===== config.mk =====
export PLATFORM = sky130hd
export DESIGN_NAME = scmp_bus_responder
export DESIGN_NICKNAME = d
export VERILOG_FILES = /design/src/rtl/scmp_bus_pkg.sv /design/src/rtl/scmp_addr_latch.sv /design/src/rtl/scmp_bus_responder.sv
export SDC_FILE = /design/constraint.sdc
export NUM_CORES = 1
export LEC_CHECK = 0
export ABC_AREA = 1
export CORE_UTILIZATION = 30
export DETAILED_ROUTE_END_ITERATION = 12
export SKIP_CTS_REPAIR_TIMING = 1
export SYNTH_ARGS = -nofsm -noshare
export SYNTH_HDL_FRONTEND = slang
export SYNTH_SLANG_ARGS = --single-unit

===== constraint.sdc =====
create_clock -name clk -period 1.9 [get_ports clk]
set_input_delay 0.38 -clock clk [delete_from_list [all_inputs] [get_ports clk]]
set_output_delay 0.38 -clock clk [all_outputs]
set_load 0.02 [all_outputs]

===== src/rtl/scmp_bus_pkg.sv =====
// Shared types and widths for the SC/MP bus responder.
// Latency: n/a (declarations only).
// Backpressure: n/a.
package scmp_bus_pkg;

  localparam int SCMP_ADDR_W = 16;
  localparam int SCMP_DATA_W = 8;

  // Status nibble driven by the CPU on the data bus during the address phase.
  typedef struct packed {
    logic h;
    logic d;
    logic i;
    logic r;
  } scmp_status_t;

  typedef enum logic [2:0] {
    IDLE    = 3'd0,
    ADDR    = 3'd1,
    RD_REQ  = 3'd2,
    WR_REQ  = 3'd3,
    RD_DATA = 3'd4,
    DONE    = 3'd5
  } scmp_resp_state_t;

endpackage


===== src/rtl/scmp_addr_latch.sv =====
// Captures the multiplexed address/status phase whenever ads_n is low.
// Latency: mem_addr/st_flags valid one edge after the ADS sample.
// Backpressure: none; ADS always overwrites the previous capture.
module scmp_addr_latch
  import scmp_bus_pkg::*;
(
  input  logic                   clk,
  input  logic                   rst,
  input  logic                   ads_n,
  input  logic [11:0]            addr,
  input  logic [SCMP_DATA_W-1:0] cpu_d_o,
  output logic [SCMP_ADDR_W-1:0] mem_addr,
  output logic [3:0]             st_flags
);

  logic [SCMP_ADDR_W-1:0] r_addr;
  scmp_status_t           r_status;

  // Upper data nibble carries {H,D,I,R}, lower nibble carries A15..A12.
  always_ff @(posedge clk) begin
    if (rst) begin
      r_addr   <= '0;
      r_status <= '0;
    end else if (!ads_n) begin
      r_addr   <= {cpu_d_o[3:0], addr};
      r_status <= scmp_status_t'(cpu_d_o[7:4]);
    end
  end

  assign mem_addr = r_addr;
  assign st_flags = r_status;

endmodule


===== src/rtl/scmp_bus_responder.sv =====
// Memory-side SC/MP bus responder: turns CPU strobes into mem req/ack cycles.
// Latency: request on the edge after the strobe; read data one edge after mem_ack.
// Backpressure: hold is high while a mem request is outstanding; timeout aborts.
module scmp_bus_responder
  import scmp_bus_pkg::*;
#(
  parameter int                     TIMEOUT  = 64,
  parameter logic [SCMP_DATA_W-1:0] ERR_DATA = 8'hFF
) (
  input  logic                   clk,
  input  logic                   rst,
  input  logic [11:0]            addr,
  input  logic [SCMP_DATA_W-1:0] cpu_d_o,
  input  logic                   ads_n,
  input  logic                   rd_n,
  input  logic                   wr_n,
  output logic [SCMP_DATA_W-1:0] cpu_d_i,
  output logic                   cpu_d_oe,
  output logic                   hold,
  output logic [3:0]             st_flags,
  output logic [SCMP_ADDR_W-1:0] mem_addr,
  output logic [SCMP_DATA_W-1:0] mem_wdata,
  output logic                   mem_rd_req,
  output logic                   mem_wr_req,
  input  logic [SCMP_DATA_W-1:0] mem_rdata,
  input  logic                   mem_ack,
  output logic                   bus_err
);

  localparam int                CNT_W   = (TIMEOUT > 2) ? $clog2(TIMEOUT) : 1;
  localparam logic [CNT_W-1:0]  CNT_MAX = CNT_W'(TIMEOUT - 1);

  scmp_resp_state_t       r_state, w_state;
  logic [CNT_W-1:0]       r_cnt, w_cnt;
  logic                   r_rd_req, w_rd_req;
  logic                   r_wr_req, w_wr_req;
  logic [SCMP_DATA_W-1:0] r_wdata, w_wdata;
  logic [SCMP_DATA_W-1:0] r_rdata, w_rdata;
  logic                   r_oe, w_oe;
  logic                   r_err, w_err;

  scmp_addr_latch u_addr_latch (
    .clk      (clk),
    .rst      (rst),
    .ads_n    (ads_n),
    .addr     (addr),
    .cpu_d_o  (cpu_d_o),
    .mem_addr (mem_addr),
    .st_flags (st_flags)
  );

  // State register.
  always_ff @(posedge clk) begin
    if (rst) r_state <= IDLE;
    else     r_state <= w_state;
  end

  // Datapath registers: request lines, timeout counter, data and error flag.
  always_ff @(posedge clk) begin
    if (rst) begin
      r_cnt    <= '0;
      r_rd_req <= 1'b0;
      r_wr_req <= 1'b0;
      r_wdata  <= '0;
      r_rdata  <= '0;
      r_oe     <= 1'b0;
      r_err    <= 1'b0;
    end else begin
      r_cnt    <= w_cnt;
      r_rd_req <= w_rd_req;
      r_wr_req <= w_wr_req;
      r_wdata  <= w_wdata;
      r_rdata  <= w_rdata;
      r_oe     <= w_oe;
      r_err    <= w_err;
    end
  end

  // Next-state and next-register logic; ADS overrides every state and silently
  // abandons any outstanding memory access.
  always_comb begin
    w_state  = r_state;
    w_cnt    = r_cnt;
    w_rd_req = r_rd_req;
    w_wr_req = r_wr_req;
    w_wdata  = r_wdata;
    w_rdata  = r_rdata;
    w_oe     = r_oe;
    w_err    = r_err;

    if (!ads_n) begin
      w_state  = ADDR;
      w_rd_req = 1'b0;
      w_wr_req = 1'b0;
      w_oe     = 1'b0;
    end else begin
      case (r_state)
        IDLE: begin
          // Strobes without a preceding ADS are ignored.
        end
        ADDR: begin
          if (!rd_n && !wr_n) begin
            w_err   = 1'b1;
            w_state = DONE;
          end else if (!rd_n) begin
            w_state  = RD_REQ;
            w_rd_req = 1'b1;
            w_cnt    = '0;
          end else if (!wr_n) begin
            w_state  = WR_REQ;
            w_wr_req = 1'b1;
            w_wdata  = cpu_d_o;
            w_cnt    = '0;
          end
        end
        RD_REQ: begin
          // A late ack on the final count still counts as a normal completion.
          if (mem_ack) begin
            w_rdata  = mem_rdata;
            w_rd_req = 1'b0;
            w_oe     = 1'b1;
            w_state  = RD_DATA;
          end else if (r_cnt == CNT_MAX) begin
            w_err    = 1'b1;
            w_rd_req = 1'b0;
            w_rdata  = ERR_DATA;
            w_oe     = 1'b1;
            w_state  = RD_DATA;
          end else begin
            w_cnt = r_cnt + 1'b1;
          end
        end
        WR_REQ: begin
          if (mem_ack) begin
            w_wr_req = 1'b0;
            w_state  = DONE;
          end else if (r_cnt == CNT_MAX) begin
            w_err    = 1'b1;
            w_wr_req = 1'b0;
            w_state  = DONE;
          end else begin
            w_cnt = r_cnt + 1'b1;
          end
        end
        RD_DATA: begin
          if (rd_n) begin
            w_oe    = 1'b0;
            w_state = IDLE;
          end
        end
        DONE: begin
          if (rd_n && wr_n) w_state = IDLE;
        end
        default: begin
          w_state  = IDLE;
          w_rd_req = 1'b0;
          w_wr_req = 1'b0;
          w_oe     = 1'b0;
        end
      endcase
    end
  end

  assign cpu_d_i    = r_rdata;
  assign cpu_d_oe   = r_oe;
  assign mem_rd_req = r_rd_req;
  assign mem_wr_req = r_wr_req;
  assign mem_wdata  = r_wdata;
  assign bus_err    = r_err;
  // Stretch the CPU cycle for exactly as long as memory owes us a response.
  assign hold       = r_rd_req | r_wr_req;

endmodule


==> results.md <==
- Post-synth net total: 362
- Crit path launch type: register
- Pwr/cell area: 762.9 nW/µm²
- DRT iter0 DRCs: 75
- Max-slew headroom: 74.87%
- Routed vias/inst: 4.399
- Critical path peak fanout: 3
- FF+latch count, synth: 49
- Hold path startpoint: cpu_d_oe$_SDFFE_PP0P_
- Std-Cell Rows: 31
- Fillers: 763
- Worst hold path type: register to register
- Kind of end point of the critical path: output pin
- Initial antenna violation count: 0
- Most frequent cells in the layout: 107 x nor2_1, 74 x clkdlybuf4s50_1, 54 x nand2_1, 49 x dfxtp_1, 35 x o21ai_0
- Worst-Margin Slew: 0.3756 ns
- Die X: 88.21 µm
- Mean Syn Cell Area: 6.818 µm²
- Final ANT Viol Nets: 0
- CTS max path bufs: 2
- Final instance area: 3187 µm²
- First-pass GRT wire length: 8949 µm
- Ant diodes: 0
- Clk slew on worst S/H paths: 0.09 ns
- Setup TNS: 0 ns
- Post-Route Skew: 0.005724 ns
- Num ports: 75
- Final period utilization: 96.93%
- RSZ-0062 raised after global routing: false
- DIE HEIGHT: 88.21 µm
- Clk_lat worst skew: 0.31 ns
- Remaining global-route overflow: 0
- Layout Nets: 439
- Drt drc: 0
- Seq/Total Area, Yosys: 44.00%
- Reg-to-Reg Start: r_cnt[0]$_SDFFE_PP0P_
- CP Class: register to output pin
- Final setup fails: 0
- RD Place Congestion: 0.8463
- P_leak: 1.294 nW
- Core area: 7214 µm²
- Largest net degree at the start of global routing: 29
- Reg area: 980.9 µm²
- Placed cell area: 3099 µm²
- Gr usage total: 14.74%
- Share of post-route cells with drive strength above 1: 7.654%
- Synthesized area: 2230 µm²
- Die area: 7781 µm²
- IO Port Bufs: 74
- F_max: 543.0 MHz
- Via count: 2217
- Commonest non-fill, non-tap cell in the layout: nor2_1
- Pre-antenna DRT Iters: 4
- Critical path origin: mem_wr_req$_SDFFE_PP0P_
- Initial core utilization: 30.91%
- P&R area growth vs syn: 42.93%
- Clk sink count: 49
- Max Cap Viol: 0
- Fin. max-slew vios: 0
- Peak supply drop: 317.9 µV
- Routed wire length: 5557 µm
- Multi-input gate area: 1077 µm²
- Vias in the first global route: 2032
- CTS tree: yes
- CTS root buf: clkbuf_8
- Post-route minimum period: 1.842 ns
- CTS Buf Count: 5
- Hold Fails Final Rpt: 0
- Synthesis Warnings: 0
- H-tree levels: 2
- Req. time, crit path: 1.52 ns
- Critical Path AT: 1.46 ns
- Unique masters post-synth: 28
- Status: complete, no violations
- Post-Syn Instances: 327
- DR WL/cell: 11.03 µm
- DP HPWL: 4185 µm
critical path, cell delays in order (launching register included):
cell             delay, ns
dfxtp_1               0.33
or2_2                 0.28
clkdlybuf4s50_1       0.54
final timing paths:
kind                             end  slack [ns]  cells after the start
min reg2reg    cpu_d_oe$_SDFFE_PP0P_        0.46                      2
min            cpu_d_oe$_SDFFE_PP0P_        0.46                      2
max                             hold        0.06                      2
max reg2reg  cpu_d_i[3]$_SDFFE_PP0P_        0.30                     11
logic make-up (layout without fill, tap and decap cells):
logic type | count (synthesis) | count (layout) | share of synthesized area (%)
and+or+nand+nor | 188 | 188 | 35.92
AOI/OAI and AO/OA | 51 | 51 | 11.84
adders and majority gates | 1 | 1 | 0.5611
buffers and inverters | 38 | 116 | 7.688
DFF | 49 | 49 | 44.00
metal layers:
metal	wire [µm]	track usage (%)
met5	0	0
met1	2546	18.42
met3	194	3.638
met2	2678	24.55
met4	138	5.572
sequential cells by signal, summed over array words and instances, names as in the netlist:
name                   flops
mem_wdata                  8
u_addr_latch.st_flags      4
cpu_d_i                    8
r_cnt                      6
mem_rd_req                 1
mem_wr_req                 1
cpu_d_oe                   1
u_addr_latch.mem_addr     16
bus_err                    1
r_state                    3
cells in the mapped netlist, drive strengths merged:
cell type | count | area (µm²)
bufinv | 1 | 17.52
a21oi | 10 | 50.05
ha | 1 | 12.51
nand3 | 13 | 75.07
inv | 27 | 101.4
clkbuf | 5 | 18.77
buf | 5 | 33.78
o21bai | 1 | 7.510
o21ai | 37 | 185.2
a31oi | 1 | 6.260
nor2 | 110 | 430.4
nand4 | 4 | 25.02
or2 | 1 | 6.260
o211ai | 1 | 7.510
dfxtp | 49 | 980.9
a22oi | 1 | 7.510
nand2 | 57 | 231.5
and2 | 1 | 6.260
nor3 | 2 | 26.28
power breakdown:
group | internal, W | switching, W
sequential | 0.00110 | 0.0000519
combinational | 0.000290 | 0.000372
clock | 0.000260 | 0.000362
total | 0.00165 | 0.000786
through the flow:
stage          utilization [%]  cells  total power, W  worst slack [ns]  hold slack [ns]
2_1_floorplan                -    327        0.001567            0.3614           0.4491
3_3_place_gp             42.96    496        0.001829           0.06081           0.4364
3_5_place_dp             42.96    496        0.001832           0.02731           0.4353
4_1_cts                  44.17    504        0.002450           0.04434           0.4599
5_1_grt                  44.17    504        0.002582           0.01267           0.4961
6_report                 44.17    504        0.002431           0.05841           0.4551
area by class of cell:
type / count / area share (%)
Tap cell: 99 / 3.887
Multi-Input combinational cell: 240 / 33.80
Timing Repair Buffer: 80 / 25.05
Clock buffer: 6 / 2.277
Inverter: 28 / 3.730
Sequential cell: 49 / 30.78
Clock inverter: 2 / 0.4711
Power figures use the tool's default switching activity.
